===== config.mk =====
export PLATFORM = sky130hd
export DESIGN_NAME = dcm_channel_ctrl_flat
export DESIGN_NICKNAME = d
export VERILOG_FILES = /design/src/rtl/dcm_pkg.sv /design/src/rtl/dcm_channel_ctrl_if.sv /design/src/rtl/dcm_pwm.sv /design/src/rtl/dcm_sync2.sv /design/src/rtl/dcm_channel_ctrl.sv /design/src/flat_wrapper.sv
export SDC_FILE = /design/constraint.sdc
export NUM_CORES = 1
export LEC_CHECK = 0
export ABC_AREA = 1
export BUFFER_PORTS_ARGS = -buffer_cell sky130_fd_sc_hd__buf_2
export CORE_MARGIN = 2
export CORE_UTILIZATION = 45
export DETAILED_ROUTE_END_ITERATION = 10
export GPL_TIMING_DRIVEN = 0
export HOLD_SLACK_MARGIN = 0.15
export PLACE_DENSITY = 0.72
export SYNTH_ARGS = -nofsm -noshare
export SYNTH_HDL_FRONTEND = slang
export SYNTH_SLANG_ARGS = --single-unit
export TNS_END_PERCENT = 20

===== constraint.sdc =====
create_clock -name clk -period 4.82 [get_ports clk]
set_clock_uncertainty 0.15 [all_clocks]
set_input_delay 0.482 -clock clk [delete_from_list [all_inputs] [get_ports clk]]
set_output_delay 0.482 -clock clk [all_outputs]
set_load 0.1 [all_outputs]

===== src/rtl/dcm_pkg.sv =====
// Shared types and widths for the DC motor channel controller.
package dcm_pkg;
    localparam int POS_W = 24;
    localparam int SPD_W = 8;

    typedef enum logic [1:0] {IDLE, DRIVE, BRAKE, FAULT_RST} state_e;
    typedef enum logic {DIR_LEFT = 1'b0, DIR_RIGHT = 1'b1} dir_e;

    // Right increments position, so head right whenever the target lies above.
    function automatic dir_e dir_toward(input logic [POS_W-1:0] tgt,
                                        input logic [POS_W-1:0] pos);
        return (tgt > pos) ? DIR_RIGHT : DIR_LEFT;
    endfunction
endpackage


===== src/rtl/dcm_channel_ctrl_if.sv =====
// Register-file side of one motor channel: move commands in, status out.
interface dcm_channel_ctrl_if;
    import dcm_pkg::*;

    logic [SPD_W-1:0] cfg_speed;
    logic [POS_W-1:0] cfg_target;
    logic             cfg_load;
    logic             cfg_zero;
    logic [POS_W-1:0] position;
    logic             busy;
    logic             fault_latched;

    modport master (output cfg_speed, cfg_target, cfg_load, cfg_zero,
                    input  position, busy, fault_latched);
    modport slave  (input  cfg_speed, cfg_target, cfg_load, cfg_zero,
                    output position, busy, fault_latched);
endinterface


===== src/rtl/dcm_pwm.sv =====
// Free-running PWM: prescaled 8-bit ramp compared against the duty,
// halved while the driver reports over-temperature.
module dcm_pwm
    import dcm_pkg::*;
#(
    parameter int PWM_DIV = 4
) (
    input  logic             clk,
    input  logic             reset,
    input  logic [SPD_W-1:0] speed,
    input  logic             otw,
    output logic             pwm_on
);
    localparam int PRE_W = (PWM_DIV > 1) ? $clog2(PWM_DIV) : 1;

    logic [PRE_W-1:0] pre_cnt;
    logic [SPD_W-1:0] pwm_cnt;
    logic [SPD_W-1:0] duty;

    always_ff @(posedge clk) begin
        if (reset) begin
            pre_cnt <= '0;
            pwm_cnt <= '0;
        end else if (pre_cnt == PRE_W'(PWM_DIV - 1)) begin
            pre_cnt <= '0;
            pwm_cnt <= pwm_cnt + SPD_W'(1);
        end else begin
            pre_cnt <= pre_cnt + PRE_W'(1);
        end
    end

    assign duty   = otw ? (speed >> 1) : speed;
    assign pwm_on = (pwm_cnt < duty);
endmodule


===== src/rtl/dcm_sync2.sv =====
// Two-flop synchronizer cell for asynchronous pins.
module dcm_sync2 #(
    parameter int W = 1
) (
    input  logic         clk,
    input  logic         reset,
    input  logic [W-1:0] d,
    output logic [W-1:0] q
);
    logic [W-1:0] sync_p0, sync_p1;

    always_ff @(posedge clk) begin
        if (reset) begin
            sync_p0 <= '0;
            sync_p1 <= '0;
        end else begin
            sync_p0 <= d;
            sync_p1 <= sync_p0;
        end
    end

    assign q = sync_p1;
endmodule


===== src/rtl/dcm_channel_ctrl.sv =====
// Closed-loop controller for one brushed DC motor: PWM drive toward a target
// position, brake/settle before any reversal, and driver fault recovery.
module dcm_channel_ctrl
    import dcm_pkg::*;
#(
    parameter int PWM_DIV       = 4,
    parameter int SETTLE_CYCLES = 1024,
    parameter int STALL_CYCLES  = 65536,
    parameter int RESET_CYCLES  = 256
) (
    input  logic                clk,
    input  logic                reset,
    dcm_channel_ctrl_if.slave   cfg,
    input  logic                motor_pulse,
    input  logic                motor_fault,
    input  logic                motor_otw,
    output logic                motor_left,
    output logic                motor_right,
    output logic                motor_reset
);
    localparam int MAX_SR  = (SETTLE_CYCLES > RESET_CYCLES) ? SETTLE_CYCLES : RESET_CYCLES;
    localparam int TMR_MAX = (STALL_CYCLES > MAX_SR) ? STALL_CYCLES : MAX_SR;
    localparam int TMR_W   = $clog2(TMR_MAX + 1);

    logic [2:0]       async_s;
    logic             pulse_s, fault_s, otw_s;
    logic             pulse_s_p2, pulse_rise_p3;
    logic             pwm_on;
    state_e           state;
    dir_e             dir_q, dir_eff;
    logic [POS_W-1:0] position_q, pos_next, tgt_q, tgt_eff;
    logic [SPD_W-1:0] spd_q;
    logic [TMR_W-1:0] tmr;
    logic             fault_latched_q;
    logic [1:0]       drive_rl;

    dcm_sync2 #(.W(3)) u_sync (
        .clk   (clk),
        .reset (reset),
        .d     ({motor_otw, motor_fault, motor_pulse}),
        .q     (async_s)
    );
    assign {otw_s, fault_s, pulse_s} = async_s;

    // Registered edge strobe: pin-to-position latency is three clocks.
    always_ff @(posedge clk) begin
        if (reset) begin
            pulse_s_p2    <= 1'b0;
            pulse_rise_p3 <= 1'b0;
        end else begin
            pulse_s_p2    <= pulse_s;
            pulse_rise_p3 <= pulse_s & ~pulse_s_p2;
        end
    end

    dcm_pwm #(.PWM_DIV(PWM_DIV)) u_pwm (
        .clk    (clk),
        .reset  (reset),
        .speed  (spd_q),
        .otw    (otw_s),
        .pwm_on (pwm_on)
    );

    always_comb begin
        pos_next = position_q;
        if (state == IDLE && cfg.cfg_zero)
            pos_next = '0;
        else if (pulse_rise_p3 && state != FAULT_RST)
            pos_next = (dir_q == DIR_RIGHT) ? position_q + POS_W'(1) : position_q - POS_W'(1);
    end

    // A load arriving this cycle overrides the stored target in every decision.
    assign tgt_eff  = cfg.cfg_load ? cfg.cfg_target : tgt_q;
    assign dir_eff  = dir_toward(tgt_eff, pos_next);
    assign drive_rl = !pwm_on ? 2'b00 : ((dir_q == DIR_RIGHT) ? 2'b10 : 2'b01);

    always_ff @(posedge clk) begin
        if (reset) begin
            state           <= IDLE;
            dir_q           <= DIR_LEFT;
            position_q      <= '0;
            tgt_q           <= '0;
            spd_q           <= '0;
            tmr             <= '0;
            fault_latched_q <= 1'b0;
            motor_left      <= 1'b0;
            motor_right     <= 1'b0;
            motor_reset     <= 1'b0;
        end else begin
            position_q  <= pos_next;
            motor_left  <= 1'b0;
            motor_right <= 1'b0;
            if (fault_s && state != FAULT_RST) begin
                state           <= FAULT_RST;
                fault_latched_q <= 1'b1;
                motor_reset     <= 1'b1;
                tmr             <= '0;
            end else begin
                if (cfg.cfg_load && state != FAULT_RST) begin
                    spd_q <= cfg.cfg_speed;
                    tgt_q <= cfg.cfg_target;
                end
                case (state)
                    IDLE: begin
                        if (cfg.cfg_load) begin
                            fault_latched_q <= 1'b0;
                            if (tgt_eff != pos_next) begin
                                dir_q <= dir_eff;
                                tmr   <= '0;
                                state <= DRIVE;
                            end
                        end
                    end
                    DRIVE: begin
                        tmr <= (pulse_rise_p3 || spd_q == '0) ? '0 : tmr + TMR_W'(1);
                        if (tgt_eff == pos_next || (cfg.cfg_load && dir_eff != dir_q)) begin
                            state <= BRAKE;
                            tmr   <= '0;
                        end else if (spd_q != '0 && !pulse_rise_p3 &&
                                     tmr == TMR_W'(STALL_CYCLES - 1)) begin
                            state           <= FAULT_RST;
                            fault_latched_q <= 1'b1;
                            motor_reset     <= 1'b1;
                            tmr             <= '0;
                        end else begin
                            {motor_right, motor_left} <= drive_rl;
                        end
                    end
                    BRAKE: begin
                        if (tmr == TMR_W'(SETTLE_CYCLES - 1)) begin
                            tmr <= '0;
                            if (tgt_eff != pos_next) begin
                                dir_q <= dir_eff;
                                state <= DRIVE;
                            end else begin
                                state <= IDLE;
                            end
                        end else begin
                            tmr <= tmr + TMR_W'(1);
                        end
                    end
                    FAULT_RST: begin
                        // motor_reset doubles as the "reset pulse still running" phase flag.
                        if (motor_reset) begin
                            tmr <= tmr + TMR_W'(1);
                            if (tmr == TMR_W'(RESET_CYCLES - 1))
                                motor_reset <= 1'b0;
                        end else if (!fault_s) begin
                            state <= IDLE;
                        end
                    end
                    default: state <= IDLE;
                endcase
            end
        end
    end

    assign cfg.position      = position_q;
    assign cfg.busy          = (state != IDLE);
    assign cfg.fault_latched = fault_latched_q;
endmodule


===== src/flat_wrapper.sv =====
// flat-port wrapper written by rule: the top's interface ports become plain ports
module dcm_channel_ctrl_flat import dcm_pkg::*;
#(
    parameter int PWM_DIV       = 4,
    parameter int SETTLE_CYCLES = 1024,
    parameter int STALL_CYCLES  = 65536,
    parameter int RESET_CYCLES  = 256
)
  (clk, reset, motor_pulse, motor_fault, motor_otw, motor_left, motor_right, motor_reset, cfg_cfg_speed, cfg_cfg_target, cfg_cfg_load, cfg_cfg_zero, cfg_position, cfg_busy, cfg_fault_latched);
  dcm_channel_ctrl_if cfg_i ();
  input  logic clk;
  input  logic reset;
  input  logic motor_pulse;
  input  logic motor_fault;
  input  logic motor_otw;
  output logic motor_left;
  output logic motor_right;
  output logic motor_reset;
  input wire logic [$bits(cfg_i.cfg_speed)-1:0] cfg_cfg_speed;
  input wire logic [$bits(cfg_i.cfg_target)-1:0] cfg_cfg_target;
  input wire logic [$bits(cfg_i.cfg_load)-1:0] cfg_cfg_load;
  input wire logic [$bits(cfg_i.cfg_zero)-1:0] cfg_cfg_zero;
  output wire logic [$bits(cfg_i.position)-1:0] cfg_position;
  output wire logic [$bits(cfg_i.busy)-1:0] cfg_busy;
  output wire logic [$bits(cfg_i.fault_latched)-1:0] cfg_fault_latched;
  assign cfg_i.cfg_speed = cfg_cfg_speed;
  assign cfg_i.cfg_target = cfg_cfg_target;
  assign cfg_i.cfg_load = cfg_cfg_load;
  assign cfg_i.cfg_zero = cfg_cfg_zero;
  assign cfg_position = cfg_i.position;
  assign cfg_busy = cfg_i.busy;
  assign cfg_fault_latched = cfg_i.fault_latched;
  dcm_channel_ctrl #(.PWM_DIV(PWM_DIV), .SETTLE_CYCLES(SETTLE_CYCLES), .STALL_CYCLES(STALL_CYCLES), .RESET_CYCLES(RESET_CYCLES)) u_core (.clk(clk), .reset(reset), .cfg(cfg_i), .motor_pulse(motor_pulse), .motor_fault(motor_fault), .motor_otw(motor_otw), .motor_left(motor_left), .motor_right(motor_right), .motor_reset(motor_reset));
endmodule

**Word-level counts from Yosys, hierarchy flattened**

Index checks and enable logic that the tools add are counted.

- Add/subtract/negate cells: 5
- $mul: 0
- Divide/modulo/power cells: 0
- Magnitude comparators: 2
- Equal/unequal tests: 23
- Shift-type cells: 0
- Multiplexer cells: 38
- Bitwise operators: 5
- Reductions and logical operators: 26

Operators by type and width:

| operator | count |
|---|---|
| $mux W17 | 7 |
| $mux W24 | 4 |
| $pmux W17 S4 | 1 |
| $add A24 B1 Y24 const B | 1 |
| $eq A24 B24 Y1 | 1 |
| $gt A24 B24 Y1 | 1 |
| $ne A24 B24 Y1 | 1 |
| $sub A24 B1 Y24 const B | 1 |
| $mux W2 | 9 |
| $add A17 B1 Y17 const B | 1 |
| $eq A17 B10 Y1 const B | 1 |
| $eq A17 B16 Y1 const B | 1 |
| $eq A17 B8 Y1 const B | 1 |
| $mux W1 | 12 |
| $ne A3 B3 Y1 const B | 3 |
| $add A8 B1 Y8 const B | 1 |
| $logic_not A8 Y1 | 1 |
| $lt A8 B8 Y1 | 1 |
| $mux W8 | 1 |
| $pmux W2 S4 | 1 |
| $reduce_and A4 Y1 | 2 |
| $reduce_bool A8 Y1 | 1 |
| $logic_and A1 B1 Y1 | 7 |
| $eq A2 B2 Y1 const B | 3 |
| other kinds (21) | 36 |

- Bits in registers: 98
- Latch bits: 0
- RAM bits: 0
- Bits in read-only memories: 0
- Input bits: 39
- Logic and storage cells: 115
- Memories: 0

**Logic depth before layout (Yosys ltp)**

- Word-level depth: 12
- Mapped depth: 30
- Depth with buffers taken out: 30

**Modules after synthesis**

Synthesis repeated with hierarchy kept, for this count alone.

- Cell total of the unflattened synthesis: 1110
- Area, all modules: 7239.4 µm²

By module, submodules not included:

| module | times used | cells each | area an instance (µm²) | seq. area each (µm²) |
|---|---|---|---|---|
| dcm_channel_ctrl | 1 | 997 | 6393.6 | 1641.6 |
| dcm_pwm | 1 | 95 | 680.7 | 200.2 |
| dcm_sync2 | 1 | 18 | 165.2 | 120.1 |

**Worst setup path after synthesis**

No wires, ideal clock.

- Path type: register to register
- From: register u_core.position_q[2] (netlist: u_core.cfg.position[2])
- To: register u_core.tmr[13]
- Library setup time: 133 ps
- Arrival time: 3797 ps
- Required time: 4537 ps
- Path slack: 740 ps
- Stages on the path, launching flop included: 24
- Period minus slack after synthesis: 4080 ps
- Cell sequence: dfxtp_1 -> ha_1 -> a21oi_1 -> o21ai_2 -> a21oi_1 -> o21ai_2 -> nand2_1 -> nand2_1 -> a21oi_1 -> nand2_1 -> nand3_1 -> nand2_1 -> ha_1 -> nand2_1 -> nor2_2 -> nand2_2 -> nor2_2 -> nand2_2 -> a21oi_2 -> a21oi_2 -> clkinv_2 -> buf_4 -> nand2_1 -> a21oi_2

- Longest elaborated chain between the ends: 11

RTL lines:

| item | line | text |
|---|---|---|
| start: declaration | dcm_channel_ctrl.sv:31 | `logic [POS_W-1:0] position_q, pos_next, tgt_q, tgt_eff;` |
| start signal: assignment | dcm_channel_ctrl.sv:90 | `position_q <= pos_next;` |
| $sub A24 B1 Y24 / $add A24 B1 Y24 (equally long branches) | dcm_channel_ctrl.sv:69 | `pos_next = (dir_q == DIR_RIGHT) ? position_q + POS_W'(1) : position_q - POS_W'(1);` |
| $mux W24 | dcm_channel_ctrl.sv:69 |  |
| $mux W24 (*) | dcm_channel_ctrl.sv:68 | `else if (pulse_rise_p3 && state != FAULT_RST)` |
| $mux W24 (*) | dcm_channel_ctrl.sv:66 | `if (state == IDLE && cfg.cfg_zero)` |
| $gt A24 B24 Y1 | dcm_pkg.sv:12 | `return (tgt > pos) ? DIR_RIGHT : DIR_LEFT;` |
| $mux W1 | dcm_pkg.sv:12 |  |
| $ne A1 B1 Y1 | dcm_channel_ctrl.sv:116 | `if (tgt_eff == pos_next \|\| (cfg.cfg_load && dir_eff != dir_q)) begin` |
| $logic_and A1 B1 Y1 | dcm_channel_ctrl.sv:116 |  |
| $logic_or A1 B1 Y1 | dcm_channel_ctrl.sv:116 |  |
| $mux W17 | dcm_channel_ctrl.sv:116 |  |
| $pmux W17 S4 | dcm_channel_ctrl.sv:103 | `case (state)` |
| end signal: assignment | dcm_channel_ctrl.sv:115 | `tmr <= (pulse_rise_p3 \|\| spd_q == '0) ? '0 : tmr + TMR_W'(1);` |
| end signal: assignment | dcm_channel_ctrl.sv:139 | `tmr <= tmr + TMR_W'(1);` |
| end signal: assignment | dcm_channel_ctrl.sv:145 | `tmr <= tmr + TMR_W'(1);` |
| end: declaration | dcm_channel_ctrl.sv:33 | `logic [TMR_W-1:0] tmr;` |

Mark *: on every way between the ends. The rest lies on a longest branch, timed or not.
A chain may end at the register's enable or synchronous reset.

**Worst setup path in the final report**

- From: register u_core.dir_q
- To: register u_core.motor_left

- Longest elaborated chain between the ends: 9

RTL lines:

| item | line | text |
|---|---|---|
| start: declaration | dcm_channel_ctrl.sv:30 | `dir_e dir_q, dir_eff;` |
| start signal: assignment | dcm_channel_ctrl.sv:108 | `dir_q <= dir_eff;` |
| start signal: assignment | dcm_channel_ctrl.sv:133 | `dir_q <= dir_eff;` |
| $mux W24 | dcm_channel_ctrl.sv:69 |  |
| $mux W24 | dcm_channel_ctrl.sv:68 |  |
| $mux W24 | dcm_channel_ctrl.sv:66 |  |
| $gt A24 B24 Y1 | dcm_pkg.sv:12 |  |
| $mux W1 | dcm_pkg.sv:12 |  |
| $ne A1 B1 Y1 | dcm_channel_ctrl.sv:116 |  |
| $logic_and A1 B1 Y1 | dcm_channel_ctrl.sv:116 |  |
| $logic_or A1 B1 Y1 | dcm_channel_ctrl.sv:116 |  |
| $reduce_or A6 Y1 (no line) | n/a |  |
| end signal: assignment | dcm_channel_ctrl.sv:126 | `{motor_right, motor_left} <= drive_rl;` |
| end: declaration | dcm_channel_ctrl.sv:17 | `output logic motor_left,` |

Several ways; a longest one is shown, not always the timed one.

==> out/results.ini <==
[run_status]
status=complete, no violations

[sta]
slew_headroom_pct=55.8
finalHoldViolations=0
fmax_ghz=0.231
max_slew.worst_pin.slew_ns=0.663
whs_ns=0.179
period_share_pct=89.8
drv_slew=0
min_period_ns=4.33
worst_slack_ns=0.491
rsz0062_at_grt=false
finalSetupViolCount=0
final.setup.tns_ns=0

[die]
start_util_pct=46.2
die_x_um=129
core_area_um2=15300
die_h_um=129
pin_count=68
std_cell_rows=45
die-area_um2=16700

[synth]
avgSynthCellArea_um2=6.52
synth_top_family_by_area=simple AND/OR/NAND/NOR gates
synth_edf_count=0
synthesis.nets=1177
syn_inst=1080
synthMuxAreaShare_pct=0.142
ys_ff_latch=98
synth.distinct_cells=46
yosys.area_share.simple_pct=33.3
yosysSeqAreaShare_pct=27.8
async_flop_share_pct=0
yosys_most_used_dff=dfxtp_1
synth-adder-area-share_pct=10.4
ys_warn_count=0
synth_area_um2=7050
synthXorXnorAreaFrac_pct=1.99
synth-compound-area-share_pct=17.4

[layout]
fillers=1563
multi_input_area_um2=4460
most-common-layout-cells=nand2_1 (255), nor2_1 (139), inv_1 (113)
final_common_cell=nand2_1
final_area_um2=8020
seq_area_um2=1960
areaGrowthSynthToFinish_pct=13.8
n_antenna_cell=0
nets=1259
drive_gt1_share_pct=12.9

[critical_path]
cp_top_family=simple AND/OR/NAND/NOR gates
critical_path.max_fanout=13
reg2reg_slack_ns=0.49
crit_cells=24
required_ns=4.95
reg2regPathDepth=24
cp.arrival_ns=4.46
rr_endpoint=u_core.motor_left
crit_path_start=u_core.dir_q
cpMaxStageDelayCell=dfxtp_2
cp-start-kind=flip-flop
cp.buffers_inverters=3
max_stage_delay_ns=0.44
critPathMostFrequentCell=nand2_1
path_cells=clkinvlp_4 -> buf_4 -> ha_1 -> a21oi_1 -> nand2_1 -> a21oi_1 -> inv_1 -> a21oi_1 -> or2_2 -> nand3_1 -> o211ai_1 -> ha_1 -> nand2_1 -> nand2_1 -> nand2_1 -> nand2_1 -> nand2_1 -> nand2_1 -> nand2_1 -> nand4_1 -> nand3_4 -> nand3b_1 -> nand3b_1 -> nor2_1
crit_path_end=u_core.motor_left
end_kind=flip-flop
r2r_start=u_core.dir_q
setup.worst_path.class=flip-flop to flip-flop

[place]
hpwl_mm=15.1
globalplace.congestion=0.942
placed_cell_area_um2=7640
post-place-ws_ns=-0.0114
port_buffers=66

[drt]
initialDrtViolationCount=597
wl_per_cell_um=14.5
detail-route-antenna-nets=0
drc=0
drtPass1Iterations=5
wl_mm=19.9
vias=7315
via_per_inst=5.31

[global_routing]
use_met1_pct=35.2
grt_pass1_vias=6657
grt_max_degree=17
grtUsageMet2_pct=37.7
antenna_found_initial=0
grt.overflow.total=0
gr-usage-all-layers_pct=24.5
grt_use_met3_pct=3.06
top_usage_layer=met2
grt_pass1_wl_mm=32.7

[cts]
cts.clk_slew.worst_paths_ns=0.07
ctsLongestPathBuffers=2
cts_tree=built
cts_root_buf=clkbuf_16
clk_latency_ns=0.35
htreeDepth=3
clock_sink_count=98
numCtsBuffers=9

[worst_hold_path]
hp-start=motor_fault
holdCritPathClass=input pin to flip-flop

[job]
drv_cap=0

[power_and_ir_drop]
vdd_drop_max_v=0.000245
p_leak_nw=3.93
p_per_area_nw_per_um2=432

[metal layers]
layer	wire (um)	part of all wire [%]
met1	9700	49
met3	1250	6.3
met5	0	0
met4	426	2.1
met2	8540	43
[worst min-delay path by stage]
| stage | slack (ns) | end | cells past startpoint |
|---|---|---|---|
| finish | 0.18 | u_core.u_sync.sync_p0[1] | 3 |
| global route | 0.20 | u_core.u_sync.sync_p0[0] | 3 |
| CTS | 0.17 | u_core.u_sync.sync_p0[1] | 3 |
| detailed placement | 0.23 | u_core.pulse_rise_p3 | 1 |
| global placement | 0.23 | u_core.pulse_rise_p3 | 1 |
| floorplan | 0.22 | u_core.pulse_rise_p3 | 1 |
[state kept, by name, indices dropped and copies added, names as in the netlist, 2 cells and up]
register / count
u_core.cfg.position: 24
u_core.spd_q: 8
u_core.state: 2
u_core.tgt_q: 24
u_core.tmr: 17
u_core.u_pwm.pre_cnt: 2
u_core.u_pwm.pwm_cnt: 8
u_core.u_sync.q: 3
u_core.u_sync.sync_p0: 3
[what timing repair did]
| action | in CTS | in global routing |
|---|---|---|
| cloned | 1 | 0 |
| gates resized for setup | 2 | 2 |
| pin swaps | 0 | 0 |
| hold buffers | 0 | 0 |
| setup buffers | 0 | 4 |
| endpoints found under the setup margin | 10 | 23 |
[through the flow]
| stage | total power [mW] | instances | util (%) |
|---|---|---|---|
| after floorplan | 2.23 | 1080 | - |
| after global placement | 2.58 | 1357 | 50.1 |
| after detailed placement | 2.61 | 1357 | 50.1 |
| after CTS | 3.42 | 1374 | 52.3 |
| final | 3.46 | 1378 | 52.6 |
| after global routing | 3.71 | 1378 | 52.6 |
[final cells by class]
class	instances	share of cell area (%)
Clock buffer	10	2.98
Sequential cell	98	24.5
Clock inverter	6	1.11
Buffer	39	2.32
Tap cell	211	3.29
Timing Repair Buffer	70	4.49
Inverter	118	5.59
Multi-Input combinational cell	825	55.6
Timing Repair inverter	1	0.0936
[worst reg2reg max path, cell delays in order (launching register included)]
cell and delay [ns]:
dfxtp_2 0.44, clkinvlp_4 0.11, buf_4 0.20, ha_1 0.38, a21oi_1 0.25, nand2_1 0.11
a21oi_1 0.30, inv_1 0.14, a21oi_1 0.18, or2_2 0.13, nand3_1 0.06, o211ai_1 0.19
ha_1 0.33, nand2_1 0.07, nand2_1 0.04, nand2_1 0.05, nand2_1 0.05, nand2_1 0.05
nand2_1 0.04, nand2_1 0.08, nand4_1 0.15, nand3_4 0.20, nand3b_1 0.14, nand3b_1 0.27
nor2_1 0.16
[cells in the mapped netlist (3+ instances only)]
cell | number | share of area [%]
nand2_2 | 7 | 0.62
nor2_2 | 7 | 0.62
xor2_1 | 10 | 1.2
nor3_1 | 22 | 1.6
nand2_1 | 255 | 14
o21bai_1 | 13 | 1.4
o21ai_0 | 81 | 5.8
a21o_1 | 5 | 0.53
o211ai_1 | 17 | 1.8
a21oi_1 | 71 | 5.0
buf_2 | 11 | 0.78
clkbuf_1 | 20 | 1.1
a21oi_2 | 5 | 0.62
nor2_1 | 139 | 7.4
buf_1 | 3 | 0.16
xnor2_1 | 6 | 0.75
or2_2 | 6 | 0.53
o2111ai_1 | 3 | 0.37
nand4_1 | 37 | 3.3
dfxtp_1 | 98 | 28
inv_1 | 114 | 6.1
a31oi_1 | 3 | 0.27
o21ai_2 | 6 | 0.75
inv_2 | 3 | 0.16
ha_1 | 57 | 10
buf_4 | 4 | 0.43
nand3_1 | 54 | 3.8
[power by group]
part | internal (mW) | switching (mW) | leakage [nW]
logic | 0.508 | 1.20 | 2.97
registers | 0.892 | 0.0643 | 0.802
clock network | 0.470 | 0.325 | 0.155
total | 1.87 | 1.59 | 3.93
[kinds of logic after synthesis]
| family | Yosys count |
|---|---|
| fa+ha+maj | 58 |
| compound gates | 211 |
| mux | 1 |
| simple gates | 539 |
| flops | 98 |
| buf+inv | 157 |
| xor+xnor | 16 |
No activity file was read; power rests on OpenSTA's default activity.
